<file path="src/rtl/lspc_irq_timer_ctrl.sv">
// LSPC timer configuration and interrupt controller (68k register window, IRQ latch, nIPL).
// Optional readback mux: define LSPC_IRQ_READBACK_EN to add the RD_DATA output.
module lspc_irq_timer_ctrl #(
    parameter int AA_W    = 8,
    parameter bit IRQ_RST = 1'b1
) (
    input  logic            CLK,
    input  logic            nRESETP,
    input  logic [2:0]      M68K_ADDR,
    input  logic [15:0]     M68K_DATA,
    input  logic            M68K_nUDS,
    input  logic            M68K_nLDS,
    input  logic            nLSPWE,
    input  logic            VBL_IRQ,
    input  logic            TIMER_IRQ,
    output logic            WR_TIMER_HIGH,
    output logic            WR_TIMER_LOW,
    output logic [2:0]      TIMER_MODE,
    output logic            TIMER_IRQ_EN,
    output logic            AA_DISABLE,
    output logic [AA_W-1:0] AA_SPEED,
    output logic            TIMER_STOP,
    output logic [2:0]      IRQ_PEND,
    output logic [2:0]      nIPL
`ifdef LSPC_IRQ_READBACK_EN
    ,
    output logic [15:0]     RD_DATA
`endif
);

    logic            r_we_q;
    logic            r_acc;
    logic [2:0]      r_addr;
    logic [15:0]     r_data;
    logic            r_nuds;
    logic            r_nlds;
    logic            r_wr_hi;
    logic            r_wr_lo;
    logic [2:0]      r_mode;
    logic            r_irq_en;
    logic            r_aa_dis;
    logic [AA_W-1:0] r_aa_speed;
    logic            r_stop;
    logic [2:0]      r_pend;
    logic            r_tirq_q;
    logic [2:0]      r_nipl;

    logic            w_accept;
    logic            w_any_strobe;
    logic [2:0]      w_set;
    logic [2:0]      w_clr;
    logic [1:0]      w_level;

    assign w_accept     = r_we_q & ~nLSPWE;
    assign w_any_strobe = ~r_nuds | ~r_nlds;
    assign w_set        = {1'b0, TIMER_IRQ & ~r_tirq_q, VBL_IRQ};
    assign w_clr        = (r_acc && r_addr == 3'd6 && !r_nlds)
                        ? {r_data[0], r_data[1], r_data[2]}
                        : 3'b000;

    // Capture one write per nLSPWE falling edge, with its address, lanes and data
    always_ff @(posedge CLK) begin
        if (!nRESETP) begin
            r_we_q <= 1'b0;
            r_acc  <= 1'b0;
            r_addr <= 3'd0;
            r_data <= 16'd0;
            r_nuds <= 1'b1;
            r_nlds <= 1'b1;
        end else begin
            r_we_q <= nLSPWE;
            r_acc  <= w_accept;
            if (w_accept) begin
                r_addr <= M68K_ADDR;
                r_data <= M68K_DATA;
                r_nuds <= M68K_nUDS;
                r_nlds <= M68K_nLDS;
            end
        end
    end

    // One-cycle timer load strobes, issued the cycle after the accept
    always_ff @(posedge CLK) begin
        if (!nRESETP) begin
            r_wr_hi <= 1'b0;
            r_wr_lo <= 1'b0;
        end else begin
            r_wr_hi <= r_acc && r_addr == 3'd4 && w_any_strobe;
            r_wr_lo <= r_acc && r_addr == 3'd5 && w_any_strobe;
        end
    end

    // Mode and stop registers with per-byte-lane updates
    always_ff @(posedge CLK) begin
        if (!nRESETP) begin
            r_mode     <= 3'd0;
            r_irq_en   <= 1'b0;
            r_aa_dis   <= 1'b0;
            r_aa_speed <= '0;
            r_stop     <= 1'b0;
        end else if (r_acc) begin
            if (r_addr == 3'd3) begin
                if (!r_nlds) begin
                    r_mode   <= r_data[7:5];
                    r_irq_en <= r_data[4];
                    r_aa_dis <= r_data[3];
                end
                if (!r_nuds) begin
                    r_aa_speed <= AA_W'(r_data[15:8]);
                end
            end
            if (r_addr == 3'd7 && !r_nlds) begin
                r_stop <= r_data[0];
            end
        end
    end

    // Priority level of the highest pending source
    always_comb begin
        w_level = 2'd0;
        if (r_pend[2]) begin
            w_level = 2'd3;
        end else if (r_pend[1]) begin
            w_level = 2'd2;
        end else if (r_pend[0]) begin
            w_level = 2'd1;
        end
    end

    // Pending latch (set beats ack) and registered active-low priority
    always_ff @(posedge CLK) begin
        if (!nRESETP) begin
            r_pend   <= {IRQ_RST, 2'b00};
            r_tirq_q <= 1'b0;
            r_nipl   <= 3'b111;
        end else begin
            r_pend   <= (r_pend & ~w_clr) | w_set;
            r_tirq_q <= TIMER_IRQ;
            r_nipl   <= ~{1'b0, w_level};
        end
    end

`ifdef LSPC_IRQ_READBACK_EN
    // Combinational register readback
    always_comb begin
        RD_DATA = 16'd0;
        case (M68K_ADDR)
            3'd6:    RD_DATA = {13'd0, r_pend};
            3'd3:    RD_DATA = 16'({r_aa_speed, r_mode, r_irq_en,
                                    r_aa_dis, 3'd0});
            default: RD_DATA = 16'd0;
        endcase
    end
`endif

    assign WR_TIMER_HIGH = r_wr_hi;
    assign WR_TIMER_LOW  = r_wr_lo;
    assign TIMER_MODE    = r_mode;
    assign TIMER_IRQ_EN  = r_irq_en;
    assign AA_DISABLE    = r_aa_dis;
    assign AA_SPEED      = r_aa_speed;
    assign TIMER_STOP    = r_stop;
    assign IRQ_PEND      = r_pend;
    assign nIPL          = r_nipl;

endmodule
</file>
<file path="config.mk">
export PLATFORM = sky130hd
export DESIGN_NAME = lspc_irq_timer_ctrl
export DESIGN_NICKNAME = d
export VERILOG_FILES = /design/src/rtl/lspc_irq_timer_ctrl.sv
export SDC_FILE = /design/constraint.sdc
export NUM_CORES = 1
export LEC_CHECK = 0
export CORE_AREA = 2 2 69 71
export DETAILED_ROUTE_END_ITERATION = 10
export DIE_AREA = 0 0 71 73
export GPL_TIMING_DRIVEN = 0
export PLACE_DENSITY_LB_ADDON = 0.12
export SLEW_MARGIN = 20
export SYNTH_ARGS = -nofsm -noshare
export SYNTH_HDL_FRONTEND = slang
export SYNTH_SLANG_ARGS = --single-unit
export TNS_END_PERCENT = 5
</file>
<file path="constraint.sdc">
create_clock -name CLK -period 2.4 [get_ports CLK]
set_clock_uncertainty 0.05 [all_clocks]
set_input_delay 0.36 -clock CLK [delete_from_list [all_inputs] [get_ports CLK]]
set_output_delay 0.36 -clock CLK [all_outputs]
set_load 0.005 [all_outputs]
</file>
After elaboration in Yosys (flattened, before gate mapping). Cells that the tools add are included.

Muxes and demuxes: 4. Reduce and logical (&&, ||, !) cells: 11. Equality and inequality tests: 5. Bitwise logic cells: 11.

Operators by type and width (count): == test 3 bit (second input constant) (4); logical AND 1 bit (7); AND reduction 3 bit (2); two-way mux 2 bit (2); inverter 1 bit (4); bitwise AND 3 bit (1); == test 3 x 2 -> 1 bit (second input constant) (1); two-way mux 3 bit (1); inverter 2 -> 3 bit (1); inverter 3 bit (1); bitwise OR 3 x 2 -> 3 bit (1); bitwise AND 1 bit (2); AND reduction 2 bit (1); logical NOT 1 bit (1); two-way mux 1 bit (1); bitwise OR 1 bit (1).

Output and inout port bits: 22. Input port bits: 26. Register bits after elaboration: 46. Logic and storage cells: 47.

Depth between registers and ports, before layout.
Word-level depth: 7. Depth in mapped cells: 4. Gate-level depth less buffers: 3.

Worst setup path before layout. No wires, ideal clock.

Path kind: register -> register. From: reg r_addr[0]. To: reg r_aa_dis (netlist: AA_DISABLE). Slack: 1.309 ns. Cell stages (with the launch flop): 4. Period minus slack after synthesis: 1.091 ns. Setup time: 0.072 ns. Buffers on the path: 0. Required time: 2.278 ns. Arrival time: 0.969 ns. Cells stage by stage: dfxtp_1 -> nand4b_4 -> nor2_4 -> mux2i_1.

Cells in the longest elaborated chain, start to end: 2.

RTL lines: from (decl) (RTL line 33) `logic [2:0] r_addr;`; from (signal assigned) (RTL line 66) `r_addr <= 3'd0;`; from (signal assigned) (RTL line 74) `r_addr <= M68K_ADDR;`; == test 3 x 2 -> 1 bit (RTL line 102) `if (r_addr == 3'd3) begin`; AND reduction 3 bit (no line); to (signal assigned) (RTL line 106) `r_aa_dis <= r_data[3];`; to (decl) (RTL line 41) `logic r_aa_dis;`.

No other way between the ends. A chain may end at the register's enable or synchronous reset.

Final worst setup path.
From: reg r_pend[1] (netlist: IRQ_PEND[1]). To: out IRQ_PEND[1].

RTL lines: from (decl) (RTL line 44) `logic [2:0] r_pend;`; from (signal assigned) (RTL line 133) `r_pend <= {IRQ_RST, 2'b00};`; from (signal assigned) (RTL line 137) `r_pend <= (r_pend & ~w_clr) | w_set;`; to (decl) (RTL line 23) `output logic [2:0] IRQ_PEND,`.

No word-level cell between the ends.

==> metrics <==
status complete, no violations; Fin Hold WS ~0.36 ns; Power Dens Cells approximately 600 mW/mm^2; nets 266; Die W approximately 71 um; Worst setup SP type flip-flop; Wirelength per Cell ~12 um; Die Span Y 73 um; Final ANT Viol Nets 0; crit-path max cell delay between 0.5 and 0.6 ns; global-route wire length before repair ~6000 um; final hold violation count 0; row count 25; element type at the critical path end primary output; Seq/Total Area, Yosys a little over half; Min-Delay Path Class flip-flop to flip-flop; yosys warns 0; Slowest-stage cell, CP clkdlybuf4s50_1; Max Cap Violations 0; Buf+Inv Stages, Crit Path 1; Peak Freq roughly 630 MHz; Vias/cell ~4.6; DR DRC count 0; EDFF count, synth 0; synthesized instance count between 150 and 200; Final setup viols 0; required time of the critical path about 2.0 ns; Post-synth top flop dfxtp_1; CTS root buf clkbuf_8; final-layout fill cell count 450; layout cells sized above 1 under 10%; Peak supply drop roughly 0.00029 V; CTS tree done; clk slew on worst S/H paths about 0.070 ns; Sink Count 45; Post-CTS Setup Inserts 0; final setup margin about 0.81 ns; htree depth 2; Total GRT Usage 15.28%; Mapped Area around 0.0017 sq mm; Ports 48; crit-path cells clkdlybuf4s50_1; Final period util about 66%; Yosys reg bits 45; Post-Route Setup TNS 0 ns; I/O Buffers 45; RePlAce Congestion roughly 0.70; family with the most delay on the worst path buffers and inverters; first-pass iteration count of the detailed router 4; diode count 0; pin count of the biggest net entering global routing 13; routed wire length 3567 um; final core utilization approximately half; syn avg cell area 9.071 sq um; Initial Util between 30% and 40%; placed insts roughly 290; PostCTS Resize Cnt 0; Core Area 0.004536 sq mm; Synth-to-Final Area Change 35.44%; Clock Latency Late Sink 0.29 ns; TritonCTS Buffers 5; via count about 1.3k; CP Data Arrival Time roughly 1.2 ns; worst-case clock buffer depth 2; Max Slew Vio Count 0; CP max FO 4; Die Area between 0.005 and 0.006 sq mm; initial antenna violation count 0; Leakage ~0.84 nW; DPL Wire Length roughly 2500 um; cells on worst reg2reg path 3; post-route minimum period between 1.5 and 2 ns; RSZ-0062 raised after global routing false; worst slack, placed 0.7428 ns; final cell count without fillers approximately 290; post-synth cell types 25; initial DRC count 37; number of cells on the critical path 1; ys async rst share 0%; hold depth 1; net count after synthesis 214; WS Path Type flip-flop to primary output; CTS hold repair buffers 0; vias in the first global route between 1k and 1.5k; GRT overflow 0
-- placed cells by master (no fill, tap or decap), drive strengths merged --
master         synthesis  final
clkbuf                 3     10
o21ai                  5      5
conb                   1      1
buf                    8      8
nor2                   3      3
dfxtp                 45     45
o31ai                  1      1
nand4b                 3      3
and2                   2      2
mux2i                 13     13
a21boi                19     19
a211oi                 2      2
nand2                 71     71
inv                    3      3
nor4b                  1      1
o311ai                 1      1
nor2b                  2      2
nand3                  2      2
o211ai                 1      1
clkdlybuf4s50          0     45
nand2b                 2      2
-- cells in the mapped netlist, types with 2 or more instances --
master     n  area [sq um]
nand2_1   71         266.5
nor2b_1    2         12.51
dfxtp_1   45         900.9
mux2i_1   13         130.1
buf_2      7         35.03
a21boi_0  19         142.6
nand4b_1   2         17.52
o21ai_0    4         20.02
a211oi_1   2         15.01
inv_1      3         11.26
nand3_1    2         10.01
and2_1     2         12.51
nand2b_1   2         12.51
clkbuf_1   3         11.26
-- cell families (layout without fill, tap and decap cells) --
group | Yosys count | count (layout) | synth area share (%)
AOI/OAI and AO/OA | 29 | 29 | 12.11
buffers and inverters | 14 | 66 | 3.815
and+or+nand+nor | 86 | 86 | 23.40
muxes | 13 | 13 | 7.630
other | 1 | 1 | 0.2199
DFF | 45 | 45 | 52.82
-- cell type report --
type	instances	area, sq um	area share [%]
Clock buffer	7	86.33	3.738
Timing Repair Buffer	45	450.4	19.50
Sequential cell	45	900.9	39.00
Inverter	3	11.26	0.4875
Multi-Input combinational cell	129	739.5	32.02
Buffer	11	53.80	2.329
Tap cell	54	67.56	2.925
-- metrics by stage --
step	area (sq um)	power, mW
detailed placement	2223	0.9049
finish	2310	1.355
global placement	2223	0.9045
global route	2310	1.417
floorplan	1705	0.8395
CTS	2310	1.372
-- final timing paths --
kind	start	to	slack, ns
worst max register to register	r_addr[0]$_SDFFE_PN0P_	AA_DISABLE$_SDFFE_PN0P_	1.14
worst min register to register	r_tirq_q$_SDFF_PN0_	IRQ_PEND[1]$_SDFF_PN0_	0.36
worst min-delay path	r_tirq_q$_SDFF_PN0_	IRQ_PEND[1]$_SDFF_PN0_	0.36
worst max-delay path	IRQ_PEND[1]$_SDFF_PN0_	IRQ_PEND[1]	0.81
-- registers in the layout, indices dropped and copies added, names as in the netlist, 2 cells and up --
| name | flops |
|---|---|
| nIPL | 2 |
| AA_SPEED | 8 |
| IRQ_PEND | 3 |
| r_data | 16 |
| r_addr | 3 |
| TIMER_MODE | 3 |
-- power breakdown --
group | switching, mW | internal [mW]
clock network | 0.241 | 0.229
logic | 0.0427 | 0.0635
registers | 0.0139 | 0.765
-- routing by layer --
layer / up-vias / global-route usage, % / routed length (um)
met2: 32 / 24.40 / 1653
met1: 589 / 19.21 / 1727
met5: - / 0 / 0
li1: 716 / - / -
met3: 2 / 4.834 / 161
met4: 0 / 6.289 / 25
Power figures use the tool's default switching activity.
